## config.mk

```make
export PLATFORM = sky130hd
export DESIGN_NAME = uart_tx_arb
export DESIGN_NICKNAME = d
export VERILOG_FILES = /design/src/rtl/uart_pkg.sv /design/src/rtl/rr_pick.sv /design/src/rtl/uart_tx_arb.sv
export SDC_FILE = /design/constraint.sdc
export NUM_CORES = 1
export LEC_CHECK = 0
export CAP_MARGIN = 40
export CORE_UTILIZATION = 40
export DETAILED_ROUTE_END_ITERATION = 10
export MAX_ROUTING_LAYER = met4
export PLACE_DENSITY = 0.71
export SYNTH_ARGS = -nofsm -noshare
export SYNTH_HDL_FRONTEND = slang
export SYNTH_SLANG_ARGS = --single-unit
export TNS_END_PERCENT = 50
```

## constraint.sdc

```tcl
create_clock -name clk -period 2.25 [get_ports clk]
set_input_delay 0.5625 -clock clk [delete_from_list [all_inputs] [get_ports clk]]
set_output_delay 0.5625 -clock clk [all_outputs]
set_load 0.1 [all_outputs]
```

## src/rtl/uart_pkg.sv

```systemverilog
// Shared UART constants plus the state encoding and round-robin helper
// used by the transmit arbiter.
package uart_pkg;

  localparam int UART_DATA_BITS    = 8;
  localparam int UART_BAUD_DIV_DEF = 434;
  localparam int UART_START_TO_DEF = 255;
  localparam int UART_TO_CNT_W     = 16;

  typedef enum logic [1:0] {
    ARB_IDLE       = 2'd0,
    ARB_STROBE     = 2'd1,
    ARB_WAIT_START = 2'd2,
    ARB_WAIT_DONE  = 2'd3
  } arb_state_t;

  // Wraps an index that may exceed n by less than n back into 0..n-1.
  function automatic int rr_wrap(input int idx, input int n);
    return (idx >= n) ? (idx - n) : idx;
  endfunction

endpackage

```

## src/rtl/rr_pick.sv

```systemverilog
// Combinational round-robin picker: first active request at or after
// last_grant+1, wrapping around the request vector.
module rr_pick
  import uart_pkg::*;
#(
  parameter int N_REQ = 4,
  parameter int IDX_W = $clog2(N_REQ)
) (
  input  logic [N_REQ-1:0] req,
  input  logic [IDX_W-1:0] last_grant,
  output logic             any,
  output logic [IDX_W-1:0] index
);

  logic [IDX_W-1:0] cand [N_REQ];
  logic [N_REQ-1:0] hit;

  // cand[gi] is the requester examined gi+1 places after the last grant.
  genvar gi;
  generate
    for (gi = 0; gi < N_REQ; gi++) begin : g_cand
      assign cand[gi] = IDX_W'(rr_wrap(int'(last_grant) + gi + 1, N_REQ));
      assign hit[gi]  = req[cand[gi]];
    end
  endgenerate

  always_comb begin
    any   = |hit;
    index = cand[0];
    for (int k = N_REQ - 1; k >= 0; k--) begin
      if (hit[k]) index = cand[k];
    end
  end

endmodule

```

## src/rtl/uart_tx_arb.sv

```systemverilog
// Round-robin arbiter letting N_REQ byte sources share one tx_uart, with a
// start-acceptance timeout so a dead transmitter cannot lock the bus.
module uart_tx_arb
  import uart_pkg::*;
#(
  parameter  int N_REQ    = 4,
  parameter  int START_TO = UART_START_TO_DEF,
  localparam int IDX_W    = $clog2(N_REQ)
) (
  input  logic               clk,
  input  logic               rst_n,
  input  logic [N_REQ-1:0]   req_valid,
  input  logic [8*N_REQ-1:0] req_data,
  output logic [N_REQ-1:0]   req_ack,
  output logic               start_tx,
  output logic [7:0]         data_in,
  input  logic               tx_started,
  input  logic               tx_done,
  output logic               busy,
  output logic [IDX_W-1:0]   grant_id,
  output logic               err_to
);

  arb_state_t                state_reg, state_next;
  logic [UART_TO_CNT_W-1:0]  to_cnt_reg;
  logic [UART_DATA_BITS-1:0] data_reg;
  logic [IDX_W-1:0]          grant_reg, last_grant_reg;
  logic [UART_DATA_BITS-1:0] req_byte [N_REQ];
  logic                      pick_any;
  logic [IDX_W-1:0]          pick_idx;
  logic                      load_grant, release_grant;

  genvar gi;
  generate
    for (gi = 0; gi < N_REQ; gi++) begin : g_byte
      assign req_byte[gi] = req_data[8*gi +: 8];
    end
  endgenerate

  rr_pick #(.N_REQ(N_REQ), .IDX_W(IDX_W)) u_pick (
    .req        (req_valid),
    .last_grant (last_grant_reg),
    .any        (pick_any),
    .index      (pick_idx)
  );

  always_ff @(posedge clk or negedge rst_n) begin
    if (!rst_n) begin
      state_reg      <= ARB_IDLE;
      to_cnt_reg     <= '0;
      data_reg       <= '0;
      grant_reg      <= '0;
      last_grant_reg <= IDX_W'(N_REQ - 1);
    end else begin
      state_reg <= state_next;
      // Counter reads k in the k-th WAIT_START cycle after the strobe.
      if (state_reg == ARB_STROBE)
        to_cnt_reg <= UART_TO_CNT_W'(1);
      else if (state_reg == ARB_WAIT_START)
        to_cnt_reg <= to_cnt_reg + UART_TO_CNT_W'(1);
      else
        to_cnt_reg <= '0;
      if (load_grant) begin
        data_reg  <= req_byte[pick_idx];
        grant_reg <= pick_idx;
      end
      if (release_grant) last_grant_reg <= grant_reg;
    end
  end

  always_comb begin
    state_next    = state_reg;
    start_tx      = 1'b0;
    req_ack       = '0;
    err_to        = 1'b0;
    load_grant    = 1'b0;
    release_grant = 1'b0;
    busy          = (state_reg != ARB_IDLE);
    case (state_reg)
      ARB_IDLE: begin
        if (pick_any) begin
          load_grant = 1'b1;
          state_next = ARB_STROBE;
        end
      end
      ARB_STROBE: begin
        start_tx   = 1'b1;
        state_next = ARB_WAIT_START;
      end
      ARB_WAIT_START: begin
        if (tx_started) begin
          req_ack[grant_reg] = 1'b1;
          if (tx_done) begin
            release_grant = 1'b1;
            state_next    = ARB_IDLE;
          end else begin
            state_next = ARB_WAIT_DONE;
          end
        end else if (to_cnt_reg == UART_TO_CNT_W'(START_TO)) begin
          // Releasing the grant on timeout moves priority past the stuck source.
          err_to        = 1'b1;
          release_grant = 1'b1;
          state_next    = ARB_IDLE;
        end
      end
      ARB_WAIT_DONE: begin
        if (tx_done) begin
          release_grant = 1'b1;
          state_next    = ARB_IDLE;
        end
      end
      default: state_next = ARB_IDLE;
    endcase
  end

  assign data_in  = data_reg;
  assign grant_id = grant_reg;

endmodule

```

After elaboration in Yosys (flattened, before gate mapping)
Cells that the tools add are included.

Eq/ne operators: 7. Reduce and logical (&&, ||, !) cells: 5. Bitwise gates (word level): 1. $lt $le $gt $ge: 11. Add/subtract/negate cells: 11. Mux-type cells: 40.

Operators by type and width (number): $ge 32x4->1 const B (3); $mux 16 (2); $mux 2 (13); $add 16x1->16 const B (1); $bmux 8 s2 (1); $eq 16x8->1 const B (1); $mux 8 (2); $lt 2x3->1 const B (5); $mux 1 (13); $add 3x1->4 const B (3); $bmux 1 s2 (4); $mux 4 (2); $pmux 2 s4 (1); $sub 2x1->2 const B (4); $add 2x2->3 const B (2); $ge 3x3->1 const B (2); $eq 2x2->1 const B (2); $ne 2x2->1 const B (2); $reduce_or 4->1 (1); $add 2x1->3 const B (1); $ne 3x2->1 const B (1); $not 2->3 (1); $reduce_and 3->1 (1); $demux 1 s2 (1); other kinds (6) (6).

Bits of input ports: 40. Bits in registers: 30. Output and inout bits: 17.

Longest topological paths before layout
Depth in word-level cells: 14. Depth in mapped cells: 8.

Hierarchy
A second synthesis with hierarchy kept.

Cell total of the unflattened synthesis: 156. Area, all modules: 1689.1 um^2.

By module, submodules not included: uart_tx_arb (area each 1576.5 um^2, instances 1, cells each 138); rr_pick (area each 112.6 um^2, instances 1, cells each 18).

Worst setup path before layout
Ideal clock, no wire load.

Path type: register to output. Start point: register grant_reg[0] (netlist: grant_id[0]). End point: output req_ack[1]. Setup slack: -1.515 ns. Path buffers: 0. Stages on the path, launching flop included: 3. Arrival: 3.203 ns. Data required time: 1.688 ns. Cell sequence: dfrtp_1 > inv_1 > nor3_1.

Word-level cells in the longest chain between the ends: 6. Elaborated cells between the ends (all ways): 7.

RTL lines: from (decl) (RTL line uart_tx_arb.sv:27) `logic [IDX_W-1:0] grant_reg, last_grant_reg;`; from (signal assigned) (RTL line uart_tx_arb.sv:65) `grant_reg <= pick_idx;`; $lt 2x3->1 (implied by the code) or $ge 2x1->1 (tied branches) (RTL line uart_tx_arb.sv:92) `req_ack[grant_reg] = 1'b1;`; $logic_and 1x1->1 (implied by the code) (RTL line uart_tx_arb.sv:92); $mux 1 (implied by the code) (RTL line uart_tx_arb.sv:92); $demux 1 s2 * (RTL line uart_tx_arb.sv:92); $mux 4 * (RTL line uart_tx_arb.sv:91) `if (tx_started) begin`; $mux 4 * (RTL line uart_tx_arb.sv:79) `case (state_reg)`; to (decl) (RTL line uart_tx_arb.sv:14) `output logic [N_REQ-1:0] req_ack,`.

Mark *: on every way between the ends. The rest lies on a longest branch, timed or not.

Worst setup path in the final report
Start point: register to_cnt_reg[12]. End point: output err_to.

Word-level cells in the longest chain between the ends: 4.

RTL lines: from (decl) (RTL line uart_tx_arb.sv:25) `logic [UART_TO_CNT_W-1:0] to_cnt_reg;`; from (signal assigned) (RTL line uart_tx_arb.sv:60) `to_cnt_reg <= to_cnt_reg + UART_TO_CNT_W'(1);`; $eq 16x8->1 (RTL line uart_tx_arb.sv:99) `end else if (to_cnt_reg == UART_TO_CNT_W'(START_TO)) begin`; $mux 1 (RTL line uart_tx_arb.sv:99); $mux 1 (RTL line uart_tx_arb.sv:91); $mux 1 (RTL line uart_tx_arb.sv:79); to (decl) (RTL line uart_tx_arb.sv:21) `output logic err_to`.

Every way passes these cells.

==> run_results.csv <==
group,metric,value,unit
clocking,clk_pin_slew,0.06,ns
worst_setup_path,cp.required,1.69,ns
route,drt_iter0_markers,53,
layout,drive_gt1_share,30.5,%
clocking,h-tree-depth,2,
route,routed_wl,4720,µm
clocking,cts_tree,"yes",
die,core-area,4140,µm²
sta,setup_tns,0,ns
worst_setup_path,cp-endpoint,"err_to",
global_route,grt_start_max_net_pins,31,
worst_setup_path,rr_startpoint,"state_reg[0]",
worst_setup_path,rr_worst_depth,5,
sta,tightest_slew,0.500,ns
die,chipWidth,68.9,µm
route,vias,1707,
sta,rsz0062_at_grt,"yes",
worst_setup_path,start_kind,"flip-flop",
pwr,p_leak,0.00118,µW
die,dieArea,4750,µm²
layout,num-fill-cells,351,
layout,area_growth,57.1,%
place,placed_area,2640,µm²
worst_setup_path,crit_path_start,"to_cnt_reg[12]",
synth,synth_edf_count,0,
worst_setup_path,timing.reg2reg.setup_slack,0.35,ns
global_route,met3_usage,5.92,%
sta,layout_setup_ws,0.0415,ns
route,drt_first_pass_iters,4,
sta,fin_crit_sh,98.2,%
clocking,cts_made_buffers,5,
layout,largest_reg_flops,16,
worst_setup_path,setup.worst_path.class,"flip-flop to output port",
global_route,grt_most_used_layer,"met2",
clocking,clock-sinks,30,
run,cap_violations,0,
global_route,grt_pass1_vias,1504,
route,post_drt_wl_per_cell,14.8,µm
synth,synth_area,1790,µm²
place,dp_cells,309,
sta,fin_hold_ws,0.548,ns
status,status,"finished clean",
global_route,grt-ovfl-total,0,
die,start_util,43.2,%
synth,syn_area_per_cell,9.53,µm²
sta,hold_viol,0,
sta,maxSlewHeadroom,65.8,%
pwr,power.density,1330,nW/µm²
clocking,clk_path_buf_depth,2,
synth,synthArstFlopShare,100,%
layout,nNetsFinal,310,
layout,stdcell_count,319,
route,drc,0,
worst_setup_path,arrival,1.65,ns
global_route,antenna_found_initial,0,
sta,setup_violations,0,
synth,syn-num-nets,229,
pwr,ir_drop,871,µV
synth,netlist_instances,188,
global_route,use_met2,31.1,%
global_route,grt_first_pass_wirelength,7180,µm
clocking,clk-insertion-delay-late,0.29,ns
die,rows,23,
synth,synth_top_flop_cell,"dfrtp_1",
synth,synth_cell_types,40,
die,fp.dieH,68.9,µm
worst_setup_path,r2r-end,"data_in[3]",
layout,layout_commonest_cell,"clkdlybuf4s50_1",
place,dp_hpwl,3360,µm
place,place.gp.congestion,0.823,
global_route,globalRouteMet1Util,28.5,%
worst_setup_path,endpoint_kind,"output port",
route,drtAntennaViolNets,0,
synth,ys_seq_area_share,42.0,%
clocking,cts_hold_buffers,0,
synth,netlist_top_cells_area,"dfrtp_1, a211oi_2, nor2_1",
synth,synth_top_area_share,39.1,%
place,preCtsSetupSlack,-0.205,ns
clocking,root_buffer,"clkbuf_8",
sta,skew,0.00984,ns
place,portBuffers,56,
die,io_pins,57,
synth,synth-seq-cells,30,
sta,slew_viol_final,0,
synth,yosysWarnings,0,
hold_path,holdCritPathClass,"flip-flop to flip-flop",
sta,max_freq,0.453,GHz
route,post_drt_via_cell_ratio,5.35,
layout,layout_common_cells,"clkdlybuf4s50_1, buf_4, dfrtp_1",
layout,diodes,0,
worst_setup_path,crit_fanout,4,
sta,fin_crit,2.21,ns
layout,design_area,2820,µm²
synth,yosysTopAreaCell,"dfrtp_1",
global_route,grt_use_total,21.5,%
## area by class of cell
type	count	area, µm²	share of cell area [%]
timing repair buffer	82	825	29.3
tap	50	62.6	2.22
multi-input combinational	140	1020	36.3
sequential	30	756	26.8
clock inverter	1	30.0	1.07
clock buffer	6	82.6	2.93
inverter	10	37.5	1.33
## synthesized netlist by cell type (4+ instances only)
cell type,instances
mux2i_1,8
a21oi_1,7
a211oi_2,8
inv_1,10
dfrtp_1,28
a31oi_1,8
o21ai_0,7
a2111oi_0,7
and3_1,5
or3_1,4
nand2_1,8
nor2_1,25
nand3_1,7
xor2_1,7
nor2b_1,4
xnor2_1,4
## timing repair
item / 4_1_cts / 5_1_grt
endpoints found under the setup margin: 6 / 4
buffers inserted: 3 / 0
gates resized for setup: 3 / 8
pin swaps: 2 / 1
## worst min-delay path by stage
stage                       start             to  slack (ns)  cells past startpoint
floorplan                   rst_n     data_in[0]        0.27                      0
global placement    to_cnt_reg[0]  to_cnt_reg[0]        0.47                      1
detailed placement  to_cnt_reg[0]  to_cnt_reg[0]        0.49                      1
CTS                 to_cnt_reg[0]  to_cnt_reg[0]        0.50                      1
global route        to_cnt_reg[0]  to_cnt_reg[0]        0.58                      1
finish              to_cnt_reg[0]  to_cnt_reg[0]        0.55                      1
## worst max-delay path, stage by stage, from the launching register on
cell	delay (ns)
dfrtp_1	0.43
nor4_2	0.33
nand4_1	0.21
nor2_2	0.19
buf_12	0.20
## report_power, final
part | internal [µW] | switching (µW)
sequential | 707 | 176
clock | 354 | 200
combinational | 791 | 1500
total | 1850 | 1880
## stage by stage
step | utilization [%] | power (µW)
2_1_floorplan | - | 2440
3_3_place_gp | 63.8 | 3110
3_5_place_dp | 63.8 | 3130
4_1_cts | 67.1 | 3710
5_1_grt | 67.9 | 3910
6_report | 67.9 | 3730
## cell families (layout without fill, tap and decap cells)
kind of cell	after synthesis	count (layout)	share of synthesized area, %
DFF	30	30	42.0
adders and majority gates	1	1	0.698
and+or+nand+nor	70	70	19.8
buffers and inverters	18	99	5.31
AOI/OAI and AO/OA	47	47	20.5
xor gates and xnor gates	11	11	5.38
muxes	11	11	6.35
## layer usage
metal,vias to the layer above,part of all wire [%]
li1,840,-
met1,802,44
met2,56,46
met3,9,7.9
met4,0,1.8
met5,-,0
No activity file was read; power rests on OpenSTA's default activity.
